`src/rtl/commit_arb_pkg.sv`:
```
// Shared types and helpers for the commit writeback arbiter.
// Sizing (NUM_REQS, DATAW) lives here so the beat struct and the arbiter agree.
package commit_arb_pkg;

  localparam int NUM_REQS = 5;
  localparam int DATAW    = 64;
  localparam int SEL_W    = $clog2(NUM_REQS);

  typedef struct packed {
    logic [DATAW-1:0] data;
    logic             eop;
    logic [SEL_W-1:0] sel;
  } wb_beat_t;

  typedef enum logic {
    ARB_OPEN   = 1'b0,
    ARB_LOCKED = 1'b1
  } arb_state_t;

  // First valid requester at or after ptr, wrapping modulo NUM_REQS.
  // With nothing valid the pointer itself is returned.
  function automatic logic [SEL_W-1:0] rr_pick(input logic [NUM_REQS-1:0] valid,
                                               input logic [SEL_W-1:0]    ptr);
    logic [SEL_W-1:0] pick;
    logic [SEL_W-1:0] idx;
    logic             found;
    pick  = ptr;
    found = 1'b0;
    for (int k = 0; k < NUM_REQS; k++) begin
      idx = SEL_W'((int'(ptr) + k) % NUM_REQS);
      if (!found && valid[idx]) begin
        pick  = idx;
        found = 1'b1;
      end
    end
    return pick;
  endfunction

endpackage

```
`src/rtl/commit_skid_buf.sv`:
```
// Two-entry elastic buffer of writeback beats; output is always a registered head
// entry, so a push into an empty buffer shows up one cycle later.
module commit_skid_buf
  import commit_arb_pkg::*;
(
  input  logic     clk,
  input  logic     reset,
  input  logic     in_valid,
  output logic     in_ready,
  input  wb_beat_t in_beat,
  output logic     out_valid,
  input  logic     out_ready,
  output wb_beat_t out_beat
);

  wb_beat_t   mem [2];
  logic       wr_ptr;
  logic       rd_ptr;
  logic [1:0] count;
  logic       push;
  logic       pop;

  // Full buffer still accepts when the head leaves in the same cycle.
  assign in_ready  = !reset && ((count != 2'd2) || out_ready);
  assign out_valid = (count != 2'd0);
  assign out_beat  = mem[rd_ptr];
  assign push      = in_valid && in_ready;
  assign pop       = out_valid && out_ready;

  always_ff @(posedge clk) begin
    if (reset) begin
      count  <= 2'd0;
      wr_ptr <= 1'b0;
      rd_ptr <= 1'b0;
      mem[0] <= '0;
      mem[1] <= '0;
    end else begin
      if (push) begin
        mem[wr_ptr] <= in_beat;
        wr_ptr      <= ~wr_ptr;
      end
      if (pop) begin
        rd_ptr <= ~rd_ptr;
      end
      count <= count + {1'b0, push} - {1'b0, pop};
    end
  end

endmodule

```
`config.mk`:
```
export PLATFORM = sky130hd
export DESIGN_NAME = commit_skid_buf
export DESIGN_NICKNAME = d
export VERILOG_FILES = /design/src/rtl/commit_arb_pkg.sv /design/src/rtl/commit_skid_buf.sv
export SDC_FILE = /design/constraint.sdc
export NUM_CORES = 1
export LEC_CHECK = 0
export CAP_MARGIN = 20
export CELL_PAD_IN_SITES_DETAIL_PLACEMENT = 1
export CELL_PAD_IN_SITES_GLOBAL_PLACEMENT = 1
export CORE_MARGIN = 1.5
export CORE_UTILIZATION = 41
export CTS_CLUSTER_SIZE = 30
export DETAILED_ROUTE_END_ITERATION = 8
export PLACE_DENSITY_LB_ADDON = 0.1
export SLEW_MARGIN = 10
export SYNTH_ARGS = -nofsm -noshare
export SYNTH_HDL_FRONTEND = slang
export SYNTH_SLANG_ARGS = --single-unit
```
`constraint.sdc`:
```
create_clock -name clk -period 4.6 [get_ports clk]
set_clock_uncertainty 0.2 [all_clocks]
set_input_delay 0.69 -clock clk [delete_from_list [all_inputs] [get_ports clk]]
set_output_delay 0.69 -clock clk [all_outputs]
set_load 0.005 [all_outputs]
```
# Word-level counts from Yosys, hierarchy flattened
# Memories as Yosys holds them, arrays and structs flattened. A register that Yosys moved wholly into a read port is not among the register bits.
# Cells that the tools add are included.
# classes
add_sub_neg	2
n_eq_ne	1
mux	10
bitwise	2
n_reduce_logical	7
# ops
operator	count
$mux 68	1
$reduce_or 68->1	1
$mux 1	9
$logic_and 1x1->1	3
$add 2x1->2	1
$ne 2x2->1 const B	1
$not 1->1	2
$reduce_bool 2->1	1
$sub 2x1->2	1
$logic_not 1->1	1
$logic_or 1x1->1	1
# totals
regBits	4
mem_bits_rw	136
output_inout_bits	70
wordCells	26
mem_count	1
# mem_list
name	words	word_bits	read_ports	rd_ports_with_merged_regs	write_ports	line_no	text
mem	2	68	1	1	2	commit_skid_buf.sv:16	wb_beat_t mem [2];

# Longest topological paths before layout
# Gate-level depths: netlist of the first run.
# logic_depth
word_depth	9
ltp_mapped	9

# Least setup slack after synthesis of the first run
# No wires, ideal clock.
# synth_path
path_type	input -> register
start	in reset
end	mem mem[1][0] in the netlist's numbering (enable)
setup_ps	430
arrival_time_ps	2888
required_ps	3970
slack_ps	1082
cell_stages	5
path_cell_list	buf_6 > nand2b_4 > nor3b_4 > buf_6 > or2_1
# synth_rtl
item	line_no	text
from (decl)	commit_skid_buf.sv:7	input logic reset,
to (decl)	commit_skid_buf.sv:16	

==> reports/results.txt, run 1 <==
status: finished clean
RSZ-0062 raised after global routing: no
final max-slew violation count: 0
Yosys top cell by area: edfxtp_1
Yosys top cell area share: 66.59%
port bufs: 141
Worst Path Max Fanout: 68
1st-pass router iterations: 4
Final period util: 69.71%
# resized after CTS: 0
Fillers: 1413
Mapped Cells: 392
crit path launch type: flip-flop
unique cell type count in the Yosys netlist: 26
Required @ worst endpoint: 3710 ps
worst r2r src: count[1]
initial antenna violation count: 0
global-route wire length before repair: 21160 um
Finished Layout Cells: 727
fmax: 311.9 MHz
chip width: 125.3 um
# hold bufs at CTS: 0
pre-CTS WS: 1262 ps
share of layout cells above drive strength 1: 19.89%
Post-route DRC: 0
Hold Path Stages: 2
crit-path cells: mux2_2 -> clkdlybuf4s50_1
Root Buffer: clkbuf_16
grt ovf: 0
share of async-settable or async-resettable flops after synthesis: 0%
# IOs: 142
Synthesized Nets: 466
Post-Route WL: 12890 um
Core Rows: 44
CTS buffer count: 17
cell area after synthesis: 6133 um^2
top post-synthesis cells by count: and2_1, edfxtp_1, mux2_2
Area contributors post-synth: edfxtp_1, and2_1, mux2_2, dfxtp_1, buf_6
CTS HTree Levels: 4
Slew @ Worst Pin: 1041 ps
Util after Layout: 56.49%
Post-synth EDFFs: 136
final setup margin: 1394 ps
CTS sink count: 141
number of global-route vias before repair: 4014
routed len/inst: 17.73 um
placed instance count: 696
core area: 14590 um^2
die footprint: 15700 um^2
slowest cell delay on critical path: 1000 ps
DR vias: 3602
power per cell area: 468.2 nW/um^2
hold slack: 325.4 ps
largest net degree at the start of global routing: 69
count leader, synth: and2_1
NumNets Final: 605
clock buffer depth: 2
Syn-to-layout area delta: 34.37%
ANT cells: 0
GRT Overall Usage: 17.65%
RR Endpoint: mem[0][60]
post-layout min period: 3206 ps
delay-heaviest family, CP: flip-flops
flop-to-flop setup slack: 2210 ps
Initial Utilization: 42.04%
yosys synthesis warning count: 0
Seq/Total Area, Yosys: 68.22%
Total Neg Setup Slack: 0 ps
final setup fails: 0
Max-Cap Viols: 0
CP endpoint kind: output port
via/cell ratio: 4.955
Reg clk slew, reported paths: 60 ps
hpwl dp: 7376 um
CTS tree: done
Overall Power: 3.859 mW
Relative slew margins: 30.59%
FF/Latch Area: 4188 um^2
Antenna Nets Post-Route: 0
instance area after placement: 7664 um^2
Syn Area/Cell: 15.65 um^2
Synth Register Bits: 141
HP Class: flip-flop to flip-flop
clk_lat worst skew: 410 ps
hold path endpoint: rd_ptr
Most used DFF post-synth: edfxtp_1
Leakage Power: 3.079 nW
CP bufs+invs: 1
Reg2Reg Depth: 3
Critical-path top delay cell: dfxtp_4
design area: 8242 um^2
post-CTS setup repair buffer count: 0
Hold Fails Final Rpt: 0
DIE HEIGHT: 125.3 um
multi-input logic area: 1815 um^2
hold_sp: rd_ptr
Worst VDD drop: 0.0002495 V
Iter 0 DRT Violations: 153
Worst Path Arrival: 2320 ps
GP Congestion: 0.7679
crit path kind: flip-flop to output port
[metal layers]
layer  vias up  share of wire [%]  GRT usage, %
li1       1669                  -             -
met1      1815                 42         21.37
met2        96                 51         30.15
met3        22                4.0         4.322
met4         0                2.3         7.553
met5         -                  0             0
[flip-flops by register name, summed over array words and instances (netlist names), named ones only]
name    flops
wr_ptr      1
rd_ptr      1
mem       136
count       2
[cells by family after synthesis]
family          Yosys count  synth area share (%)
simple gates            152                 15.87
flops                   141                 68.22
mux                      68                 12.48
buf+inv                  24                 2.448
compound gates            3                0.2855
xor+xnor                  2                0.2856
fa+ha+maj                 2                0.4079
[report_power, final]
part | total (mW) | switching (mW) | internal [mW] | leakage, nW
sequential | 1.68 | 0.133 | 1.55 | 1.47
combinational | 0.845 | 0.269 | 0.576 | 1.33
clock | 1.33 | 0.495 | 0.839 | 0.285
[worst register-to-register path, cell delays in order (launching register included)]
cell and delay, ps:
dfxtp_1 360, nor3b_4 200, or3_1 420, nand2b_4 740
[worst max-delay path by stage]
stage / cells after the start / slack (ps) / to / start
after CTS: 2 / 1320 / out_beat[22] / flip-flop
after global routing: 2 / 1240 / out_beat[3] / flip-flop
final: 2 / 1390 / out_beat[6] / flip-flop
after global placement: 4 / 1320 / mem[0][33] / reset
after floorplan: 5 / 1080 / mem[1][0] / reset
after detailed placement: 4 / 1260 / mem[0][33] / reset
[layout make-up]
| type | count | share of cell area [%] |
|---|---|---|
| Clock buffer | 17 | 5.162 |
| Clock inverter | 14 | 1.852 |
| Inverter | 1 | 0.04554 |
| Multi-Input combinational cell | 227 | 22.03 |
| Sequential cell | 141 | 50.81 |
| Tap cell | 184 | 2.793 |
| Timing Repair Buffer | 143 | 17.31 |
[cell usage in the layout (no fill, tap or decap), drive strengths merged, types with 3 or more instances in the layout]
master,synthesis,final
clkinv,0,9
bufinv,0,3
edfxtp,136,136
clkbuf,10,17
clkdlybuf4s50,0,141
and2,137,137
nor2,4,4
mux2,68,68
dfxtp,5,5
No activity file was read; power rests on OpenSTA's default activity.
==> inputs of run 2 (changes only) <==
--- a/config.mk
+++ b/config.mk
@@ -9,7 +9,7 @@
 export CELL_PAD_IN_SITES_DETAIL_PLACEMENT = 1
 export CELL_PAD_IN_SITES_GLOBAL_PLACEMENT = 1
 export CORE_MARGIN = 1.5
-export CORE_UTILIZATION = 41
+export CORE_UTILIZATION = 37
 export CTS_CLUSTER_SIZE = 30
 export DETAILED_ROUTE_END_ITERATION = 8
 export PLACE_DENSITY_LB_ADDON = 0.1
==> constraint.sdc (replaced) <==
create_clock -name clk -period 2.68 [get_ports clk]
set_clock_uncertainty 0.2 [all_clocks]
set_input_delay 0.402 -clock clk [delete_from_list [all_inputs] [get_ports clk]]
set_output_delay 0.402 -clock clk [all_outputs]
set_load 0.005 [all_outputs]
==> run 2 against run 1 <==
Net effect: non-clock buffer count up 11; via count grew 0.53%; die area rose by 11%; cell area up 2.5%; sequential cell count unchanged; first-iteration DRC count increased by 14%; largest cell class unchanged; largest power group unchanged.
==> reports/results.txt, run 2 (same netlist as run 1, synthesis figures left out) <==
Post-Route WL: 13420 um (+4.1%)
final setup fails: 0 (unchanged)
crit path launch type: flip-flop
slowest cell delay on critical path: 500 ps (-500 ps)
Max-Cap Viols: 0 (unchanged)
most common cell after layout, fill and taps aside: clkdlybuf4s50_1
worst r2r src: count[1]
global-route wire length before repair: 21570 um (+1.9%)
routing usage on met1: 19.49% (-1.9 points)
post-layout min period: 2488 ps
GP Congestion: 0.7090 (-7.7%)
grt ovf: 0 (unchanged)
flop-to-flop setup slack: 580 ps (-1630 ps)
Worst Path Arrival: 1890 ps (-430 ps)
CTS HTree Levels: 4 (unchanged)
max reg flops: 136 (unchanged)
fmax: 402.0 MHz
status: finished clean
ANT cells: 0 (unchanged)
DR vias: 3621 (+0.53%)
delay-heaviest family, CP: buffers and inverters
hpwl dp: 8385 um (+14%)
NumNets Final: 616 (+1.8%)
power per cell area: 795.4 nW/um^2 (+70%)
final max-slew violation count: 0 (unchanged)
pre-CTS WS: 112.1 ps (-1150 ps)
Biggest register: mem
hold_sp: rd_ptr
Leakage Power: 3.149 nW (+2.3%)
Worst Path Max Fanout: 31 (-54%)
M2 GR Usage: 27.72% (-2.4 points)
routed len/inst: 17.42 um (-1.7%)
Relative slew margins: 56.55% (+26 points)
crit path kind: flip-flop to output port
HP Class: flip-flop to flip-flop
CTS sink count: 141 (unchanged)
# IOs: 142 (unchanged)
Finished Layout Cells: 770 (+5.9%)
Core Rows: 46 (+4.5%)
hold path endpoint: rd_ptr
clock buffer depth: 2 (unchanged)
Reg2Reg Depth: 9 (+6)
most frequent cells in the layout: clkdlybuf4s50_1, and2_1, edfxtp_1
RR Endpoint: count[1]
clk_lat worst skew: 410 ps (about the same)
chip width: 131.8 um (+5.1%)
die footprint: 17360 um^2 (+11%)
hold slack: 339.1 ps (+13.66 ps)
busiest layer in global routing: met2
Initial Utilization: 38.20% (-3.8 points)
Reg clk slew, reported paths: 50 ps (about the same)
CTS tree: done
port bufs: 141 (unchanged)
# resized after CTS: 0 (unchanged)
Root Buffer: clkbuf_16
placed instance count: 737 (+5.9%)
met3 Use GR: 5.690% (+1.4 points)
RSZ-0062 raised after global routing: no
CTS buffer count: 17 (unchanged)
largest net degree at the start of global routing: 69 (unchanged)
Antenna Nets Post-Route: 0 (unchanged)
Hold Fails Final Rpt: 0 (unchanged)
Syn-to-layout area delta: 37.74%
Util after Layout: 52.61% (-3.9 points)
via/cell ratio: 4.703 (-5.1%)
number of global-route vias before repair: 4030 (+0.40%)
CP endpoint kind: output port
Iter 0 DRT Violations: 175 (+14%)
Hold Path Stages: 2 (unchanged)
Final period util: 92.82%
Required @ worst endpoint: 2080 ps (-1630 ps)
Total Neg Setup Slack: 0 ps (unchanged)
Post-route DRC: 0 (unchanged)
DIE HEIGHT: 131.8 um (+5.1%)
GRT Overall Usage: 16.40% (-1.3 points)
Slew @ Worst Pin: 649.7 ps (-391.5 ps)
Critical-path top delay cell: clkdlybuf4s50_1
Worst VDD drop: 0.0005047 V (+100%)
core area: 16060 um^2 (+10%)
top flop regs: mem x136, count x2
CP bufs+invs: 2 (+1)
final setup margin: 192.3 ps (-1201 ps)
crit-path cells: buf_12 -> mux2_2 -> clkdlybuf4s50_1
share of layout cells above drive strength 1: 20.04% (+0.15 points)
initial antenna violation count: 0 (unchanged)
1st-pass router iterations: 4 (unchanged)
==> run 2: cell count changes in the layout (fill, tap and decap cells not counted), sizes merged <==
cell / previous run / this run
buf: 2 / 13
clkbuf: 17 / 20
clkinv: 9 / 7
clkinvlp: 2 / 1
==> run 2: how the worst max path moves through the flow <==
stage | slack, ps | end | cells after the start | startpoint
2_1_floorplan | 130 | mem[1][0] | 5 | reset
3_3_place_gp | 230 | count[1] | 10 | out_ready
3_5_place_dp | 110 | count[1] | 10 | out_ready
4_1_cts | 20 | out_beat[4] | 3 | flip-flop
5_1_grt | 120 | out_beat[4] | 3 | flip-flop
6_report | 190 | out_beat[2] | 3 | flip-flop
==> run 2: worst register-to-register path, cell delays in order, from the launching register on <==
cell and delay, ps:
dfxtp_1 400, nor3b_4 400, nor2_1 120, nand2_1 100, ha_1 230, inv_1 60
ha_1 140, xor2_1 170, and2_1 150, nor3_1 40
==> run 2: layout make-up <==
cell class / instances / area [um^2]
clock buffers: 20 / 436.7
clock inverters: 11 / 125.1
inverters: 1 / 3.754
well taps: 216 / 270.3
repair buffers: 154 / 1609
fillers: 1563 / 7610
multi-input cells: 227 / 1815
flip-flops and latches: 141 / 4188
==> run 2: report_power, final <==
| group | leakage (nW) | switching, mW | internal (mW) |
|---|---|---|---|
| registers | 1.47 | 0.0770 | 2.65 |
| clock network | 0.269 | 0.845 | 1.43 |
| logic | 1.41 | 0.640 | 1.07 |
==> run 2: layer usage <==
metal  routed length (um)  up-vias
met5                    0        -
met3                  764       14
li1                     -     1693
met2                 6745       95
met1                 5694     1819
met4                  213        0
==> run 2: repair_timing <==
item | CTS | global route
hold buffers | 0 | 0
endpoints found under the setup margin | 0 | 16
setup buffers | 0 | 2
==> run 2: metrics by stage <==
stage	power (mW)	area, um^2
6_report	6.719	8448
5_1_grt	7.006	8448
4_1_cts	6.796	8433
3_5_place_dp	4.500	7871
3_3_place_gp	4.468	7871
2_1_floorplan	3.537	6136
